**src/rtl/fifo_pkg.sv**
```systemverilog
// Shared constants for the port-arbiter FIFO slice: default geometry,
// destination field position and default almost-full/almost-empty thresholds.
package fifo_pkg;
  localparam int DATA_WIDTH_DEF = 6;
  localparam int ADDR_WIDTH_DEF = 3;
  localparam int DEST_HI        = 5;
  localparam int DEST_LO        = 4;
  localparam int AFULL_DEF      = 6;
  localparam int AEMPTY_DEF     = 1;

  function automatic logic [1:0] dest_of(input logic [DATA_WIDTH_DEF-1:0] word);
    return word[DEST_HI:DEST_LO];
  endfunction
endpackage

```
**src/rtl/fifo_umbral_if.sv**
```systemverilog
// Bundle of the FIFO's strobe, data, threshold and status signals.
// master = arbiter side driving push/pop, slave = the FIFO itself.
interface fifo_umbral_if
  import fifo_pkg::*;
#(
  parameter int DATA_WIDTH = DATA_WIDTH_DEF,
  parameter int ADDR_WIDTH = ADDR_WIDTH_DEF
);
  logic                  push;
  logic                  pop;
  logic [DATA_WIDTH-1:0] data_in;
  logic [ADDR_WIDTH:0]   afull_thr;
  logic [ADDR_WIDTH:0]   aempty_thr;
  logic [DATA_WIDTH-1:0] data_out;
  logic                  valid_out;
  logic                  empty;
  logic                  full;
  logic                  almost_full;
  logic                  almost_empty;
  logic [ADDR_WIDTH:0]   count;
  logic                  error;

  modport master (
    output push, pop, data_in, afull_thr, aempty_thr,
    input  data_out, valid_out, empty, full, almost_full, almost_empty, count, error
  );

  modport slave (
    input  push, pop, data_in, afull_thr, aempty_thr,
    output data_out, valid_out, empty, full, almost_full, almost_empty, count, error
  );
endinterface

```
**src/rtl/fifo_mem.sv**
```systemverilog
// DEPTH x DATA_WIDTH register array: one synchronous write port, one asynchronous read port.
// Latency: write visible on the edge after we; read is combinational. No backpressure.
// Contents are deliberately not reset.
module fifo_mem #(
  parameter int DATA_WIDTH = 6,
  parameter int ADDR_WIDTH = 3,
  parameter int DEPTH      = 8
) (
  input  logic                  clk,
  input  logic                  we,
  input  logic [ADDR_WIDTH-1:0] waddr,
  input  logic [DATA_WIDTH-1:0] wdata,
  input  logic [ADDR_WIDTH-1:0] raddr,
  output logic [DATA_WIDTH-1:0] rdata
);
  logic [DATA_WIDTH-1:0] mem [DEPTH];

  always_ff @(posedge clk) begin
    if (we) mem[waddr] <= wdata;
  end

  assign rdata = mem[raddr];
endmodule

```
**src/rtl/fifo_umbral.sv**
```systemverilog
// Synchronous FIFO with programmable almost-full/almost-empty thresholds and sticky error.
// Latency: pop to data_out/valid_out is 1 cycle; flags derive from registered count only.
// Backpressure: overflowing push and underflowing pop are dropped and set error.
module fifo_umbral
  import fifo_pkg::*;
#(
  parameter int DATA_WIDTH = DATA_WIDTH_DEF,
  parameter int ADDR_WIDTH = ADDR_WIDTH_DEF,
  parameter int DEPTH      = 2 ** ADDR_WIDTH
) (
  input  logic         clk,
  input  logic         reset,
  fifo_umbral_if.slave bus
);
  localparam logic [ADDR_WIDTH:0] DEPTH_C = (ADDR_WIDTH+1)'(DEPTH);
  localparam logic [ADDR_WIDTH:0] ONE_C   = (ADDR_WIDTH+1)'(1);

  logic [ADDR_WIDTH-1:0] wr_ptr;
  logic [ADDR_WIDTH-1:0] rd_ptr;
  logic [ADDR_WIDTH:0]   count_q;
  logic [ADDR_WIDTH:0]   afull_c;
  logic [ADDR_WIDTH:0]   aempty_c;
  logic [DATA_WIDTH-1:0] rdata;
  logic [DATA_WIDTH-1:0] data_out_q;
  logic                  valid_q;
  logic                  error_q;
  logic                  empty_w;
  logic                  full_w;
  logic                  push_ok;
  logic                  pop_ok;

  assign empty_w = (count_q == '0);
  assign full_w  = (count_q == DEPTH_C);
  // A push into a full FIFO is only legal when the same-cycle pop frees a slot.
  assign push_ok = bus.push && (!full_w || bus.pop);
  assign pop_ok  = bus.pop && !empty_w;

  always_comb begin
    afull_c = bus.afull_thr;
    if (bus.afull_thr == '0)          afull_c = ONE_C;
    else if (bus.afull_thr > DEPTH_C) afull_c = DEPTH_C;
    aempty_c = bus.aempty_thr;
    if (bus.aempty_thr >= DEPTH_C)    aempty_c = DEPTH_C - ONE_C;
  end

  fifo_mem #(
    .DATA_WIDTH (DATA_WIDTH),
    .ADDR_WIDTH (ADDR_WIDTH),
    .DEPTH      (DEPTH)
  ) u_mem (
    .clk   (clk),
    .we    (push_ok),
    .waddr (wr_ptr),
    .wdata (bus.data_in),
    .raddr (rd_ptr),
    .rdata (rdata)
  );

  // When full, wr_ptr == rd_ptr: the async read samples the oldest word before the write lands.
  always_ff @(posedge clk or negedge reset) begin
    if (!reset) begin
      wr_ptr     <= '0;
      rd_ptr     <= '0;
      count_q    <= '0;
      data_out_q <= '0;
      valid_q    <= 1'b0;
      error_q    <= 1'b0;
    end else begin
      valid_q <= pop_ok;
      if (pop_ok) begin
        data_out_q <= rdata;
        rd_ptr     <= rd_ptr + ADDR_WIDTH'(1);
      end
      if (push_ok) wr_ptr <= wr_ptr + ADDR_WIDTH'(1);
      if (push_ok && !pop_ok)      count_q <= count_q + ONE_C;
      else if (pop_ok && !push_ok) count_q <= count_q - ONE_C;
      if ((bus.push && !push_ok) || (bus.pop && !pop_ok)) error_q <= 1'b1;
    end
  end

  assign bus.data_out     = data_out_q;
  assign bus.valid_out    = valid_q;
  assign bus.empty        = empty_w;
  assign bus.full         = full_w;
  assign bus.almost_full  = (count_q >= afull_c);
  assign bus.almost_empty = (count_q <= aempty_c);
  assign bus.count        = count_q;
  assign bus.error        = error_q;
endmodule

```
**src/flat_wrapper.sv**
```systemverilog
// flat-port wrapper written by rule: the top's interface ports become plain ports
module fifo_umbral_flat import fifo_pkg::*;
#(
  parameter int DATA_WIDTH = DATA_WIDTH_DEF,
  parameter int ADDR_WIDTH = ADDR_WIDTH_DEF,
  parameter int DEPTH      = 2 ** ADDR_WIDTH
)
  (clk, reset, bus_push, bus_pop, bus_data_in, bus_afull_thr, bus_aempty_thr, bus_data_out, bus_valid_out, bus_empty, bus_full, bus_almost_full, bus_almost_empty, bus_count, bus_error);
  fifo_umbral_if #(.DATA_WIDTH(DATA_WIDTH), .ADDR_WIDTH(ADDR_WIDTH)) bus_i ();
  input  logic clk;
  input  logic reset;
  input wire logic [$bits(bus_i.push)-1:0] bus_push;
  input wire logic [$bits(bus_i.pop)-1:0] bus_pop;
  input wire logic [$bits(bus_i.data_in)-1:0] bus_data_in;
  input wire logic [$bits(bus_i.afull_thr)-1:0] bus_afull_thr;
  input wire logic [$bits(bus_i.aempty_thr)-1:0] bus_aempty_thr;
  output wire logic [$bits(bus_i.data_out)-1:0] bus_data_out;
  output wire logic [$bits(bus_i.valid_out)-1:0] bus_valid_out;
  output wire logic [$bits(bus_i.empty)-1:0] bus_empty;
  output wire logic [$bits(bus_i.full)-1:0] bus_full;
  output wire logic [$bits(bus_i.almost_full)-1:0] bus_almost_full;
  output wire logic [$bits(bus_i.almost_empty)-1:0] bus_almost_empty;
  output wire logic [$bits(bus_i.count)-1:0] bus_count;
  output wire logic [$bits(bus_i.error)-1:0] bus_error;
  assign bus_i.push = bus_push;
  assign bus_i.pop = bus_pop;
  assign bus_i.data_in = bus_data_in;
  assign bus_i.afull_thr = bus_afull_thr;
  assign bus_i.aempty_thr = bus_aempty_thr;
  assign bus_data_out = bus_i.data_out;
  assign bus_valid_out = bus_i.valid_out;
  assign bus_empty = bus_i.empty;
  assign bus_full = bus_i.full;
  assign bus_almost_full = bus_i.almost_full;
  assign bus_almost_empty = bus_i.almost_empty;
  assign bus_count = bus_i.count;
  assign bus_error = bus_i.error;
  fifo_umbral #(.DATA_WIDTH(DATA_WIDTH), .ADDR_WIDTH(ADDR_WIDTH), .DEPTH(DEPTH)) u_core (.clk(clk), .reset(reset), .bus(bus_i));
endmodule
```
**config.mk**
```make
export PLATFORM = sky130hd
export DESIGN_NAME = fifo_umbral_flat
export DESIGN_NICKNAME = d
export VERILOG_FILES = /design/src/rtl/fifo_pkg.sv /design/src/rtl/fifo_umbral_if.sv /design/src/rtl/fifo_mem.sv /design/src/rtl/fifo_umbral.sv /design/src/flat_wrapper.sv
export SDC_FILE = /design/constraint.sdc
export NUM_CORES = 1
export LEC_CHECK = 0
export CAP_MARGIN = 20
export CORE_MARGIN = 5
export CORE_UTILIZATION = 50
export DETAILED_ROUTE_END_ITERATION = 10
export PLACE_DENSITY = 0.8
export SLEW_MARGIN = 20
export SYNTH_ARGS = -nofsm -noshare
export SYNTH_HDL_FRONTEND = slang
export SYNTH_SLANG_ARGS = --single-unit
```
**constraint.sdc**
```tcl
create_clock -name clk -period 3.4 [get_ports clk]
set_clock_uncertainty 0.2 [all_clocks]
set_input_delay 0.34 -clock clk [delete_from_list [all_inputs] [get_ports clk]]
set_output_delay 0.34 -clock clk [all_outputs]
set_load 0.02 [all_outputs]
```
==> results of run 1 <==
[how the worst min path moves through the flow]
stage / from / to / slack, ps / cells after the start
3_5_place_dp: u_core.bus.data_out[2] / u_core.bus.data_out[2] / 280 / 2
3_3_place_gp: u_core.bus.data_out[5] / u_core.bus.data_out[5] / 270 / 2
6_report: u_core.bus.data_out[2] / u_core.bus.data_out[2] / 290 / 2
4_1_cts: reset / u_core.rd_ptr[1] / 300 / 1
5_1_grt: u_core.bus.data_out[5] / u_core.bus.data_out[5] / 320 / 2
2_1_floorplan: reset / u_core.bus.count[0] / -160 / 0
[where the power goes]
group | switching (mW) | total, mW | internal, mW
registers | 0.203 | 1.26 | 1.06
logic | 0.588 | 1.19 | 0.607
clock network | 0.283 | 0.620 | 0.337
total | 1.07 | 3.08 | 2.00
[Yosys cell counts (all sizes together)]
library cell   n  area share [%]
a2111oi        1            0.29
a21o           4             1.0
a21oi          2            0.33
a221o          6             2.0
and2           1            0.21
and2b          1            0.25
buf            4             2.1
clkbuf         1            0.13
conb           1            0.13
dfrtp         18              15
edfxtp        48              48
fa             1            0.67
ha            13             5.4
inv            5            0.63
mux2          14             5.3
mux2i         13             4.3
nand2         21             2.6
nand2b         4            0.84
nand4          1            0.21
nor2          10             1.3
nor2b          3            0.63
nor3           8             1.3
nor4           1            0.21
o21a           2            0.50
o21ai         10             2.3
o21bai         1            0.25
o22ai          6             1.3
o31ai          1            0.25
or2            1            0.21
or3            1            0.38
xnor2          5             1.5
xor2           1            0.29
[cell families after synthesis]
| group | synth area share, % |
|---|---|
| adders and majority gates | 6.10 |
| DFF | 63.2 |
| muxes | 9.62 |
| buffers and inverters | 2.84 |
| other | 0.125 |
| AOI/OAI and AO/OA | 8.19 |
| and+or+nand+nor | 8.15 |
| xor gates and xnor gates | 1.76 |
[flip-flops by register name, summed over array words and instances, names as in the netlist]
| signal | cells |
|---|---|
| u_core.bus.valid_out | 1 |
| u_core.bus.error | 1 |
| u_core.bus.count | 4 |
| u_core.bus.data_out | 6 |
| u_core.u_mem.mem | 48 |
| u_core.wr_ptr | 3 |
| u_core.rd_ptr | 3 |
[per-stage QoR]
stage / instance area (µm²) / power, mW / util (%)
after CTS: 3600 / 3.11 / 61.1
after floorplan: 2990 / 2.09 / -
after global routing: 3600 / 3.27 / 61.1
after detailed placement: 3410 / 2.48 / 58.0
after global placement: 3410 / 2.42 / 58.0
final: 3600 / 3.08 / 61.1
[final cells by class]
cell class / instances / area [µm²] / area share (%)
Multi-Input combinational cell: 133 / 1020 / 28.2
Sequential cell: 66 / 1890 / 52.6
Tap cell: 75 / 93.8 / 2.61
Inverter: 5 / 18.8 / 0.522
Clock buffer: 11 / 131 / 3.65
Timing Repair Buffer: 41 / 390 / 10.9
Clock inverter: 5 / 55.1 / 1.53
[per-layer routing]
layer	wire (µm)	up-vias
li1	-	877
met1	2510	914
met2	2710	41
met3	295	8
met4	85	0
met5	0	-
[critical path, stage by stage]
cell	delay [ps]
clkdlybuf4s50_1	480
nor2_1	50
nor2_1	80
nor2_1	50
ha_1	260
nand2b_1	140
a21o_1	170
a21o_1	170
a21o_1	160
clkdlybuf4s50_1	530
==> impl_metrics.env, run 1 <==
export IMPL_numCtsBuffers=9
export IMPL_busiest_layer="met2"
export IMPL_route_detailed_drc=0
export IMPL_first_pass_iters=4
export IMPL_cts_resized=0
export IMPL_grt_start_max_net_pins=19
export IMPL_ctsRootBufferMaster="clkbuf_8"
export IMPL_cts_max_level=3
export IMPL_post_cts_buffers=0
export IMPL_hp_class="reg2reg"
export IMPL_mostFrequentLayoutCell="edfxtp_1"
export IMPL_total_leakage_power_nw=1.37
export IMPL_grt_pass1_wl_mm=9.14
export IMPL_grt_use_met2_pct=26.0
export IMPL_min_period_over_period_pct=87.1
export IMPL_synth_seq_cells=66
export IMPL_cp_required_ps=2860
export IMPL_globalplace_congestion=0.752
export IMPL_path_class="in2out"
export IMPL_synthesis_nets=241
export IMPL_final_min_clock_period_ps=2960
export IMPL_clockBufferDepth=2
export IMPL_drt_total_wl_mm=5.60
export IMPL_coreArea_um2=5890
export IMPL_maxSlewViolCount=0
export IMPL_routedWlPerCell_um=16.7
export IMPL_slew_headroom_pct=42.6
export IMPL_n_antenna_cell=0
export IMPL_synth_seq_area_share_pct=63.2
export IMPL_post_synth_cell_area_avg_um2=14.3
export IMPL_ys_types=37
export IMPL_dp_cells=320
export IMPL_syn_cell_area_um2=2990
export IMPL_finalSetupViolations=0
export IMPL_drive_gt1_share_pct=15.7
export IMPL_timing_rr_end="u_core.bus.count[3]"
export IMPL_rr_worst_depth=10
export IMPL_worstMarginPinSlew_ps=859
export IMPL_grt_pass1_vias=1868
export IMPL_cp_end_kind="output pin"
export IMPL_status="complete, no violations"
export IMPL_cts_clk_slew_worst_paths_ps=70
export IMPL_timing_hold_ws_ps=289
export IMPL_met1_usage_pct=20.2
export IMPL_io_pins=34
export IMPL_crit_fanout=2
export IMPL_cts_sinks=66
export IMPL_synthCells=209
export IMPL_detail_route_antenna_nets=0
export IMPL_fin_ws_ps=438
export IMPL_final_cell_mix="edfxtp_1 (48), clkdlybuf4s50_1 (33), nand2_1 (21)"
export IMPL_hold_buffers=0
export IMPL_via_per_inst=5.48
export IMPL_vdd_drop_max_uv=499
export IMPL_row_count=28
export IMPL_start_util_pct=50.9
export IMPL_crit_path_start_kind="input port"
export IMPL_overflow=0
export IMPL_reg2reg_setup_slack_ps=520
export IMPL_grt_use_total_pct=16.1
export IMPL_dieArea_um2=7630
export IMPL_antenna_found_initial=0
export IMPL_crit_start="bus_afull_thr[1]"
export IMPL_grt_met3_usage_pct=4.92
export IMPL_final_nets=288
export IMPL_hpwl_mm=4.04
export IMPL_worstSkewPairLatency_ps=330
export IMPL_rsz0062_at_grt="false"
export IMPL_setup_tns_ps=0
export IMPL_cp_data_arrival_time_ps=2420
export IMPL_final_cells=336
export IMPL_die_y_um=87.4
export IMPL_p_per_area_nw_per_um2=855
export IMPL_die_x_um=87.4
export IMPL_drv_cap=0
export IMPL_place_ws_ps=300
export IMPL_endpoint="bus_almost_full"
export IMPL_hold_viol_final=0
export IMPL_via_count=1840
export IMPL_io_buffers=33
export IMPL_fmaxAchievable_mhz=338
export IMPL_rr_startpoint="u_core.bus.count[3]"
export IMPL_yosysWarnings=0
export IMPL_drtIter0Drc=110
export IMPL_nFillCells=465
export IMPL_cts_tree="built"
export IMPL_areaGrowthSynthToFinish_pct=20.2
No activity file was read; power rests on OpenSTA's default activity.
==> run 2, diff against run 1 <==
Settings changed: PLACE_DENSITY 0.8 to 0.83, SLEW_MARGIN 20 to default.
Clock period 3.4 ns to 2.7 ns, I/O delays scaled along.
==> impl_metrics.env, run 2 (synthesized netlist as in run 1, its figures left out) <==
export IMPL_endpoint="bus_almost_full"
export IMPL_grt_use_total_pct=15.8
export IMPL_cp_data_arrival_time_ps=2130
export IMPL_largest_register_ffs=48
export IMPL_ctsRootBufferMaster="clkbuf_8"
export IMPL_row_count=28
export IMPL_timing_rr_end="u_core.bus.count[3]"
export IMPL_io_buffers=33
export IMPL_mostFrequentLayoutCell="edfxtp_1"
export IMPL_start_util_pct=50.9
export IMPL_setup_tns_ps=0
export IMPL_total_leakage_power_nw=1.44
export IMPL_hp_class="in2async"
export IMPL_slew_headroom_pct=46.3
export IMPL_worstSkewPairLatency_ps=330
export IMPL_rr_worst_depth=9
export IMPL_rr_startpoint="u_core.bus.count[0]"
export IMPL_min_period_over_period_pct=96.2
export IMPL_cts_max_level=3
export IMPL_drt_total_wl_mm=5.45
export IMPL_cp_end_kind="output pin"
export IMPL_status="complete, no violations"
export IMPL_coreArea_um2=5890
export IMPL_rsz0062_at_grt="false"
export IMPL_finalSetupViolations=0
export IMPL_path_class="in2out"
export IMPL_die_y_um=87.4
export IMPL_maxSlewViolCount=0
export IMPL_hpwl_mm=3.82
export IMPL_via_count=1844
export IMPL_detail_route_antenna_nets=0
export IMPL_multi_input_area_um2=1050
export IMPL_routedWlPerCell_um=15.7
export IMPL_power_total_mw=4.03
export IMPL_final_cell_mix="edfxtp_1 (48), clkdlybuf4s50_1 (31), nand2_1 (21)"
export IMPL_n_antenna_cell=0
export IMPL_p_per_area_nw_per_um2=1080
export IMPL_die_x_um=87.4
export IMPL_via_per_inst=5.30
export IMPL_overflow=0
export IMPL_grt_pass1_vias=1794
export IMPL_io_pins=34
export IMPL_clockBufferDepth=2
export IMPL_hold_viol_final=0
export IMPL_drive_gt1_share_pct=22.7
export IMPL_nFillCells=438
export IMPL_globalplace_congestion=0.780
export IMPL_cts_tree="built"
export IMPL_reg2reg_setup_slack_ps=150
export IMPL_crit_start="bus_afull_thr[1]"
export IMPL_crit_path_start_kind="input port"
export IMPL_regMostFlops="u_core.u_mem.mem"
export IMPL_hold_buffers=0
export IMPL_cts_clk_slew_worst_paths_ps=70
export IMPL_dieArea_um2=7630
export IMPL_fmaxAchievable_mhz=385
export IMPL_antenna_found_initial=0
export IMPL_final_min_clock_period_ps=2600
export IMPL_numCtsBuffers=9
export IMPL_worstMarginPinSlew_ps=802
export IMPL_drv_cap=0
export IMPL_grt_start_max_net_pins=19
export IMPL_regArea_um2=1900
export IMPL_first_pass_iters=4
export IMPL_cts_sinks=66
export IMPL_timing_hold_ws_ps=200
export IMPL_areaGrowthSynthToFinish_pct=25.0
export IMPL_grt_pass1_wl_mm=8.74
export IMPL_final_nets=300
export IMPL_drtIter0Drc=135
export IMPL_route_detailed_drc=0
export IMPL_crit_fanout=2
export IMPL_vdd_drop_max_uv=583
export IMPL_cp_required_ps=2230
-- run 2: cell types whose count changed in the layout (fill, tap and decap cells not counted), moves of 2 or more --
cell / before / now
clkbuf_8: 9 / 11
dlygate4sd2_1: 0 / 2
dfrtp_2: 0 / 3
clkdlybuf4s50_1: 33 / 31
buf_4: 8 / 20
dfrtp_1: 18 / 15
-- run 2: power by group --
group / leakage (nW) / total (mW) / switching, mW / internal (mW)
sequential: 0.644 / 1.55 / 0.214 / 1.34
clock: 0.0986 / 0.830 / 0.354 / 0.475
combinational: 0.699 / 1.64 / 0.814 / 0.831
total: 1.44 / 4.03 / 1.38 / 2.65
-- run 2: critical path, stage by stage --
cell,delay (ps)
clkdlybuf4s50_1,480
nor2_1,50
nor2_1,80
nor2_1,50
ha_1,260
nand2b_1,140
a21o_1,170
a21o_1,170
a21o_1,160
dlygate4sd2_1,310
-- run 2: final cells by class --
| type | count | area share (%) |
|---|---|---|
| multi-input combinational | 133 | 28.1 |
| clock inverter | 4 | 1.34 |
| sequential | 66 | 50.7 |
| tap | 75 | 2.51 |
| timing repair buffer | 53 | 12.8 |
| clock buffer | 12 | 4.15 |
| inverter | 5 | 0.502 |
-- run 2: per-stage QoR --
stage	cell area, µm²	cells	utilization (%)	worst slack, ps
final	3740	348	63.6	103
after global routing	3740	348	63.6	3.74
after CTS	3720	347	63.2	85.9
after detailed placement	3520	331	59.8	-134
after global placement	3520	331	59.8	-88.1
after floorplan	3020	209	-	8.12
-- run 2: worst min-delay path by stage --
| stage | slack, ps | cells after the start | to | from |
|---|---|---|---|---|
| 2_1_floorplan | -230 | 0 | u_core.bus.count[0] | reset |
| 3_5_place_dp | 270 | 2 | u_core.bus.data_out[5] | u_core.bus.data_out[5] |
| 3_3_place_gp | 260 | 2 | u_core.bus.data_out[5] | u_core.bus.data_out[5] |
| 5_1_grt | 270 | 1 | u_core.bus.valid_out | reset |
| 4_1_cts | 220 | 1 | u_core.bus.data_out[5] | reset |
| 6_report | 200 | 1 | u_core.bus.data_out[5] | reset |
-- run 2: layer usage --
layer,vias up,global-route usage (%),routed length [µm]
met4,0,8.37,70
met1,904,18.8,2300
met5,-,0,0
met3,7,3.88,238
met2,30,26.2,2850
li1,903,-,-
-- run 2: what timing repair did --
action / in CTS / in global routing
setup endpoints to repair: 2 / 1
resized for setup: 2 / 1
setup buffers: 0 / 1
pin swaps: 0 / 1
